--- src/rtl/sdram_slot_scheduler.sv ---
// sdram_slot_scheduler
// Shares one SDRAM controller command port between a CPU byte port, a
// disk byte port and a read-only video word port, and injects periodic
// auto-refresh commands. New work is only started on an access_slot strobe,
// and only one command is ever outstanding at the controller.
module sdram_slot_scheduler #(
    parameter int REFRESH_CYCLES = 780
) (
    input  logic        clk,
    input  logic        reset,
    input  logic        access_slot,

    input  logic [22:0] cpu_addr,
    input  logic [7:0]  cpu_wdata,
    input  logic        cpu_read,
    input  logic        cpu_write,
    output logic        cpu_ack,
    output logic [7:0]  cpu_rdata,

    input  logic [22:0] disk_addr,
    input  logic [7:0]  disk_wdata,
    input  logic        disk_read,
    input  logic        disk_write,
    output logic        disk_ack,
    output logic [7:0]  disk_rdata,

    input  logic [21:0] vid_addr,
    input  logic        vid_read,
    output logic        vid_ack,
    output logic [15:0] vid_rdata,

    output logic [21:0] sdram_addr,
    output logic [15:0] sdram_do,
    input  logic [15:0] sdram_di,
    output logic        sdram_read,
    output logic        sdram_write,
    output logic        sdram_refresh,
    output logic        sdram_lb,
    output logic        sdram_ub,
    input  logic        sdram_busy,

    output logic        refresh_late
);

    // Refresh counter sizing; guard against a degenerate single-cycle interval.
    localparam int CNT_W = (REFRESH_CYCLES > 1) ? $clog2(REFRESH_CYCLES) : 1;
    localparam logic [CNT_W-1:0] CNT_LAST = CNT_W'(REFRESH_CYCLES - 1);

    typedef enum logic [2:0] {
        ST_IDLE,
        ST_ISSUE,
        ST_ARM,
        ST_WAIT,
        ST_DONE,
        ST_HOLD
    } state_t;

    typedef enum logic [1:0] {
        SRC_REFRESH,
        SRC_VIDEO,
        SRC_CPU,
        SRC_DISK
    } src_t;

    state_t           state;
    state_t           state_next;

    // Arbitration result for the current cycle (only used when a grant starts).
    logic             grant_valid;
    src_t             grant_src;
    logic [21:0]      sel_addr;
    logic [15:0]      sel_do;
    logic             sel_lb;
    logic             sel_ub;
    logic             sel_write;
    logic             sel_hi;

    // Latched description of the transaction in flight.
    src_t             src;
    logic             is_write;
    logic             byte_hi;

    // Round-robin pointer between the byte ports: 0 favours CPU, 1 favours disk.
    logic             rr_disk;

    logic [CNT_W-1:0] refresh_cnt;
    logic             refresh_pending;
    logic             refresh_expire;

    logic             cpu_req;
    logic             disk_req;
    logic             start;
    logic             finish;

    // Pick the addressed byte out of a controller word.
    function automatic logic [7:0] pick_byte(input logic [15:0] word, input logic hi);
        return hi ? word[15:8] : word[7:0];
    endfunction

    // Replicate a write byte on both lanes; reads drive no data.
    function automatic logic [15:0] lane_data(input logic [7:0] wdata, input logic wr);
        return wr ? {wdata, wdata} : 16'h0000;
    endfunction

    assign cpu_req        = cpu_read | cpu_write;
    assign disk_req       = disk_read | disk_write;
    assign start          = (state == ST_IDLE) && access_slot && grant_valid;
    assign finish         = (state == ST_WAIT) && !sdram_busy;
    assign refresh_expire = (refresh_cnt == CNT_LAST);

    // Priority arbitration: refresh, then video, then round-robin byte ports.
    always_comb begin
        grant_valid = 1'b0;
        grant_src   = SRC_REFRESH;
        sel_addr    = '0;
        sel_do      = '0;
        sel_lb      = 1'b0;
        sel_ub      = 1'b0;
        sel_write   = 1'b0;
        sel_hi      = 1'b0;
        if (refresh_pending) begin
            grant_valid = 1'b1;
            grant_src   = SRC_REFRESH;
        end else if (vid_read) begin
            grant_valid = 1'b1;
            grant_src   = SRC_VIDEO;
            sel_addr    = vid_addr;
            sel_lb      = 1'b1;
            sel_ub      = 1'b1;
        end else if (cpu_req && (!disk_req || !rr_disk)) begin
            grant_valid = 1'b1;
            grant_src   = SRC_CPU;
            sel_addr    = cpu_addr[22:1];
            sel_write   = cpu_write;
            sel_do      = lane_data(cpu_wdata, cpu_write);
            sel_hi      = cpu_addr[0];
            sel_lb      = ~cpu_addr[0];
            sel_ub      = cpu_addr[0];
        end else if (disk_req) begin
            grant_valid = 1'b1;
            grant_src   = SRC_DISK;
            sel_addr    = disk_addr[22:1];
            sel_write   = disk_write;
            sel_do      = lane_data(disk_wdata, disk_write);
            sel_hi      = disk_addr[0];
            sel_lb      = ~disk_addr[0];
            sel_ub      = disk_addr[0];
        end
    end

    // FSM state register.
    always_ff @(posedge clk) begin
        if (reset) begin
            state <= ST_IDLE;
        end else begin
            state <= state_next;
        end
    end

    // FSM next-state logic; ARM deliberately ignores busy so the controller
    // has a cycle to raise it after the command.
    always_comb begin
        state_next = state;
        case (state)
            ST_IDLE:  if (start) state_next = ST_ISSUE;
            ST_ISSUE: state_next = ST_ARM;
            ST_ARM:   state_next = ST_WAIT;
            ST_WAIT:  if (!sdram_busy) state_next = ST_DONE;
            ST_DONE:  state_next = ST_HOLD;
            ST_HOLD:  state_next = ST_IDLE;
            default:  state_next = ST_IDLE;
        endcase
    end

    // Latch the granted source and its byte lane, and advance the round-robin pointer.
    always_ff @(posedge clk) begin
        if (reset) begin
            src      <= SRC_REFRESH;
            is_write <= 1'b0;
            byte_hi  <= 1'b0;
            rr_disk  <= 1'b0;
        end else if (start) begin
            src      <= grant_src;
            is_write <= sel_write;
            byte_hi  <= sel_hi;
            if (grant_src == SRC_CPU) begin
                rr_disk <= 1'b1;
            end else if (grant_src == SRC_DISK) begin
                rr_disk <= 1'b0;
            end
        end
    end

    // Controller command pulse plus address/data/lanes held from ISSUE through WAIT.
    always_ff @(posedge clk) begin
        if (reset) begin
            sdram_read    <= 1'b0;
            sdram_write   <= 1'b0;
            sdram_refresh <= 1'b0;
            sdram_addr    <= '0;
            sdram_do      <= '0;
            sdram_lb      <= 1'b0;
            sdram_ub      <= 1'b0;
        end else begin
            sdram_read    <= 1'b0;
            sdram_write   <= 1'b0;
            sdram_refresh <= 1'b0;
            if (start) begin
                sdram_refresh <= (grant_src == SRC_REFRESH);
                sdram_write   <= sel_write;
                sdram_read    <= (grant_src != SRC_REFRESH) && !sel_write;
                sdram_addr    <= sel_addr;
                sdram_do      <= sel_do;
                sdram_lb      <= sel_lb;
                sdram_ub      <= sel_ub;
            end else if (finish) begin
                sdram_addr    <= '0;
                sdram_do      <= '0;
                sdram_lb      <= 1'b0;
                sdram_ub      <= 1'b0;
            end
        end
    end

    // Completion: capture read data for the granted port and pulse its ack.
    always_ff @(posedge clk) begin
        if (reset) begin
            cpu_ack    <= 1'b0;
            disk_ack   <= 1'b0;
            vid_ack    <= 1'b0;
            cpu_rdata  <= '0;
            disk_rdata <= '0;
            vid_rdata  <= '0;
        end else begin
            cpu_ack  <= 1'b0;
            disk_ack <= 1'b0;
            vid_ack  <= 1'b0;
            if (finish) begin
                case (src)
                    SRC_CPU: begin
                        cpu_ack <= 1'b1;
                        if (!is_write) cpu_rdata <= pick_byte(sdram_di, byte_hi);
                    end
                    SRC_DISK: begin
                        disk_ack <= 1'b1;
                        if (!is_write) disk_rdata <= pick_byte(sdram_di, byte_hi);
                    end
                    SRC_VIDEO: begin
                        vid_ack   <= 1'b1;
                        vid_rdata <= sdram_di;
                    end
                    default: ;
                endcase
            end
        end
    end

    // Free-running refresh interval timer with pending and sticky overrun flags.
    always_ff @(posedge clk) begin
        if (reset) begin
            refresh_cnt     <= '0;
            refresh_pending <= 1'b0;
            refresh_late    <= 1'b0;
        end else begin
            refresh_cnt <= refresh_expire ? '0 : refresh_cnt + 1'b1;
            if (refresh_expire) begin
                refresh_pending <= 1'b1;
                if (refresh_pending) refresh_late <= 1'b1;
            end else if ((state == ST_ISSUE) && (src == SRC_REFRESH)) begin
                refresh_pending <= 1'b0;
            end
        end
    end

endmodule

--- config.mk ---
export PLATFORM = sky130hd
export DESIGN_NAME = sdram_slot_scheduler
export DESIGN_NICKNAME = d
export VERILOG_FILES = /design/src/rtl/sdram_slot_scheduler.sv
export SDC_FILE = /design/constraint.sdc
export NUM_CORES = 1
export LEC_CHECK = 0
export BUFFER_PORTS_ARGS = -buffer_cell sky130_fd_sc_hd__clkbuf_2
export CORE_UTILIZATION = 47
export CTS_CLUSTER_DIAMETER = 100
export DETAILED_ROUTE_END_ITERATION = 7
export PLACE_DENSITY = 0.86
export SYNTH_ARGS = -nofsm -noshare
export SYNTH_HDL_FRONTEND = slang
export SYNTH_SLANG_ARGS = --single-unit
--- constraint.sdc ---
create_clock -name clk -period 2.7 [get_ports clk]
set_clock_uncertainty 0.2 [all_clocks]
set_input_delay 0.54 -clock clk [delete_from_list [all_inputs] [get_ports clk]]
set_output_delay 0.54 -clock clk [all_outputs]
set_load 0.01 [all_outputs]
# --- Word-level counts from Yosys, hierarchy flattened ---
# Index checks and enable logic that the tools add are counted.
totals:
  register_bits: 98
  inputBits: 109
  out_inout_bits: 79
  wordCells: 118
op_classes:
  addsub: 1
  eq_ne: 12
  n_mux: 50
  n_bitwise: 7
  n_reduce_logical: 27
op_table:
  columns: ["cell", "count"]
  rows:
  - ["22-bit two-way mux", 6]
  - ["16-bit two-way mux", 8]
  - ["1-bit two-way mux", 28]
  - ["3-bit case mux with 5 select lines", 1]
  - ["10-bit by 1-bit adder with 10-bit output, second input constant", 1]
  - ["10-bit equality test, second input constant", 1]
  - ["2-bit equality test, second input constant", 4]
  - ["2-bit two-way mux", 4]
  - ["8-bit two-way mux", 1]
  - ["2-bit AND reduction", 4]
  - ["2-bit nonzero test", 4]
  - ["3-bit by 2-bit equality test with 1-bit output, second input constant", 2]
  - ["1-bit logical AND", 6]
  - ["3-bit two-way mux", 2]
  - ["3-bit AND reduction", 2]
  - ["2-bit OR reduction", 3]
  - ["1-bit NOT", 5]
  - ["1-bit logical NOT", 4]
  - ["2-bit logical NOT", 2]
  - ["2-bit != test, second input constant", 2]
  - ["3-bit by 1-bit equality test with 1-bit output, second input constant", 1]
  - ["3-bit equality test, second input constant", 1]
  - ["3-bit logical NOT", 1]
  - ["2-bit by 1-bit equality test with 1-bit output, second input constant", 1]
  - ["other kinds (2)", 3]

# --- Depth between registers and ports, before layout ---
depth:
  ltp_word: 10
  ltp_mapped: 6

# --- Worst setup path before layout ---
# No wires, ideal clock.
synth_path:
  path_type: "input to register"
  from: "in access_slot"
  to: "reg sdram_addr[13]"
  setup_ns: 0.068
  t_arrival_ns: 1.864
  path_slack_ns: 0.569
  path_stages: 6
  path_buffers: 2
  path_cell_list: "or4b_1 -> buf_2 -> a2111oi_4 -> buf_6 -> o21ai_1 -> o2bb2ai_2"
synth_between:
  elab_chain_cells: 3
  elab_cells_between_ends: 4
synth_rtl:
  columns: ["item", "line", "rtl"]
  rows:
  - ["from (decl)", "11", "input logic access_slot,"]
  - ["1-bit logical AND (*) (2 in series)", "107", "assign start = (state == ST_IDLE) && access_slot && grant_valid;"]
  - ["22-bit two-way mux or 2-bit nonzero test (tied branches)", null, null]
  - ["to (signal assigned)", "212", "sdram_addr <= sel_addr;"]
  - ["to (decl)", "32", "output logic [21:0] sdram_addr,"]
# Every way passes the cells marked *; elsewhere a longest branch is shown, timed or not.
# A chain may end at the register's enable or synchronous reset.

# --- Worst setup path in the final report ---
layout_path:
  from: "in disk_read"
  to: "reg sdram_ub"
layout_between:
  elab_chain_cells: 9
  elab_cells_between_ends: 15
layout_rtl:
  columns: ["item", "line", "rtl"]
  rows:
  - ["from (decl)", "22", "input logic disk_read,"]
  - ["1-bit OR (*)", "106", "assign disk_req = disk_read | disk_write;"]
  - ["1-bit logical NOT", "130", "end else if (cpu_req && (!disk_req || !rr_disk)) begin"]
  - ["1-bit logical OR", "130", null]
  - ["1-bit logical AND", "130", null]
  - ["1-bit two-way mux", "130", null]
  - ["1-bit two-way mux", "124", "end else if (vid_read) begin"]
  - ["1-bit two-way mux", "121", "if (refresh_pending) begin"]
  - ["1-bit logical AND", "107", null]
  - ["1-bit two-way mux or 2-bit nonzero test (tied branches)", null, null]
  - ["to (signal assigned)", "215", "sdram_ub <= sel_ub;"]
  - ["to (decl)", "39", "output logic sdram_ub,"]
# Marked as above.

==> impl_metrics.csv <==
group,metric,value,unit
worst_setup_path,crit_end,"sdram_ub$_SDFFE_PP0P_",
global_route,grt_pass1_wl,18000,um
clock_network,tritoncts,"built",
timing,setup_viol,0,
worst_setup_path,regToRegSetupSlack,0.37,ns
floorplanning,ios,188,
worst_setup_path,start_kind,"input port",
hold_path,worstHoldPathType,"input port to flop",
timing,rsz0062_at_grt,"false",
floorplanning,fp.coreArea,8217,um2
timing,period_needed,2.448,ns
floorplanning,die_w,94.10,um
power,power_frac_comb,15.9,%
drt,drtIter0Drc,171,
finish,diodes,0,
synthesis,ys.warnings.count,0,
outcome,outcome,"finished, final reports clean",
finish,drive_above_1_share,41.22,%
power,power_density,541.0,nW/um2
synthesis,yosys_most_used_dff,"dfxtp_1",
clock_network,cts.clk_slew.worst_paths,0.09,ns
finish,synthToLayoutAreaGrowth,30.07,%
finish,fin_cells,714,
placement,dpl-instance-area,4982,um2
floorplanning,dieHeight,94.10,um
worst_setup_path,reg2reg_depth,4,
synthesis,synth_nets,541,
drt,drtAntennaViolNets,0,
timing,maxClockFrequency,0.4086,GHz
worst_setup_path,cp.arrival,2.54,ns
synthesis,yosys.cell_types.count,57,
synthesis,ys_seq_area_share,45.20,%
power,vdd_drop_max,0.3522,mV
clock_network,htree_levels,3,
synthesis,async_flop_share,0,%
drt,via_count,3964,
drt,drt_pre_antenna_iters,4,
synthesis,synth.avg_cell_area,9.249,um2
worst_setup_path,cp_max_fo,24,
timing,hold_viol,0,
synthesis,syn-cell-area,3986,um2
placement,placedCellCount,698,
global_route,antenna_found_initial,0,
worst_setup_path,critPathLaunch,"disk_read",
clock_network,cts_setup_buffers,0,
global_route,grt_max_degree,59,
synthesis,synthCells,431,
finish,final_nets,714,
power,p_sw,772.1,uW
finish,final_cell_mix,"clkbuf_2 (187), dfxtp_1 (90), nand2_1 (58)",
power,p_seq_share,50.9,%
drt,drt-total-wl,11210,um
global_route,grtUsageTotal,25.68,%
placement,placement.io_buffers,187,
worst_setup_path,crit_path_end_kind,"flop",
placement,gp_congestion,0.8357,
worst_setup_path,r2r-start,"state[1]$_SDFFE_PP0P_",
drt,via_per_inst,5.552,
worst_setup_path,crit_type,"input port to flop",
timing,fin_crit_sh,90.65,%
timing,max_slew_margin,14.65,%
floorplanning,rows,33,
finish,layout_commonest_cell,"clkbuf_2",
flow_run,cap_violations,0,
clock_network,numClockSinks,90,
power,p_leak,2.188,nW
synthesis,ys_ff_latch,90,
global_route,grt_overflow,0,
global_route,grt_pass1_vias,3850,
worst_setup_path,reg2reg_to,"sdram_ub$_SDFFE_PP0P_",
clock_network,clock_latency,0.34,ns
synthesis,synth_edf_count,0,
floorplanning,die-area,8854,um2
floorplanning,initial_core_util,48.52,%
clock_network,cts_buffers,9,
placement,dp_hpwl,8523,um
power,switching_share,27.53,%
clock_network,ctsRootBufferMaster,"clkbuf_8",
drt,drc,0,
timing,slew_violations,0,
power,clkPwrFrac,33.1,%
finish,final_cell_area,5185,um2
drt,wire_per_inst,15.70,um
power,p_int,2.033,mW
timing,tightestPinTransition,1.276,ns
clock_network,cts_max_path_buffers,2,
clock_network,post_cts_resized,0,
worst_setup_path,required,2.79,ns
clock_network,cts_hold_repair.buffers,0,
flip-flops by register name, summed over array words and instances (netlist names), 2 cells and up:
register / cells
cpu_rdata: 8
sdram_addr: 22
sdram_do: 8
disk_rdata: 8
refresh_cnt: 10
state: 3
vid_rdata: 16
src: 2
cells in the mapped netlist (3+ instances only):
cell type | number | area share (%)
dfxtp_1 | 90 | 45
nand2_1 | 58 | 5.5
nor2_1 | 49 | 4.6
a21oi_1 | 24 | 3.0
clkbuf_1 | 23 | 2.2
a221oi_1 | 21 | 4.6
a211oi_1 | 18 | 3.4
o2bb2ai_2 | 18 | 6.8
o21ai_1 | 16 | 2.0
a32oi_1 | 8 | 1.8
buf_4 | 8 | 1.5
mux2i_1 | 8 | 2.0
o22ai_1 | 8 | 1.3
buf_2 | 7 | 0.88
nor3_1 | 5 | 0.63
xor2_1 | 5 | 1.1
inv_1 | 4 | 0.38
o21ai_0 | 4 | 0.50
nand4_1 | 3 | 0.47
nor4_1 | 3 | 0.47
o2bb2ai_1 | 3 | 0.66
xnor2_1 | 3 | 0.66
per-layer routing:
metal | track usage (%) | wire length (um) | part of all wire [%]
met3 | 4.369 | 463 | 4.1
met2 | 43.61 | 5653 | 50
met1 | 31.51 | 4806 | 43
met4 | 11.79 | 289 | 2.6
met5 | 0 | 0 | 0
area by class of cell:
class	instances	area [um2]
fillers	687	3032
multi-input cells	295	1971
flip-flops and latches	90	1802
repair buffers	204	1064
clock buffers	10	137.6
well taps	105	131.4
clock inverters	6	65.06
inverters	4	15.01
stage by stage:
step	utilization [%]	hold WS, ns	setup slack [ns]	setup TNS [ns]	total power [mW]
after floorplan	-	0.2261	0.5687	0	1.707
after global placement	60.64	0.2362	0.02018	0	1.881
after detailed placement	60.64	0.2502	-0.09717	-0.2702	1.901
after CTS	63.10	0.2083	0.2593	0	2.814
after global routing	63.10	0.2139	0.1387	0	2.926
final	63.10	0.2149	0.2524	0	2.805
worst min path at each step:
stage                              start                        end  slack [ns]  depth (start not counted)
2_1_floorplan  refresh_cnt[0]$_SDFF_PP0_  refresh_cnt[0]$_SDFF_PP0_        0.23                          1
3_3_place_gp   refresh_cnt[0]$_SDFF_PP0_  refresh_cnt[0]$_SDFF_PP0_        0.24                          1
3_5_place_dp   refresh_cnt[0]$_SDFF_PP0_  refresh_cnt[0]$_SDFF_PP0_        0.25                          1
4_1_cts                      sdram_di[5]  vid_rdata[5]$_SDFFE_PP0P_        0.21                          3
5_1_grt                      sdram_di[5]  vid_rdata[5]$_SDFFE_PP0P_        0.21                          3
6_report                     sdram_di[5]  vid_rdata[5]$_SDFFE_PP0P_        0.21                          3
logic make-up (layout without fill, tap and decap cells):
family / Yosys count / count (layout) / share of synthesized area [%]
AOI/OAI and AO/OA: 138 / 138 / 28.38
xor gates and xnor gates: 8 / 8 / 1.758
adders and majority gates: 1 / 1 / 0.3138
buffers and inverters: 46 / 224 / 5.681
DFF: 90 / 90 / 45.20
muxes: 8 / 8 / 2.009
and+or+nand+nor: 140 / 140 / 16.67
worst max-delay path: stages:
cell	delay, ns
clkbuf_2	0.14
nor4_4	0.35
a21oi_1	0.19
nor3_4	1.04
a22o_1	0.28
power groups by stage:
stage,Clock (mW),Sequential [mW],Combinational [mW]
2_1_floorplan,0,1.46,0.242
3_3_place_gp,0,1.46,0.425
3_5_place_dp,0,1.46,0.443
4_1_cts,0.942,1.43,0.444
5_1_grt,1.00,1.44,0.485
6_report,0.930,1.43,0.446
Power figures use the tool's default switching activity.
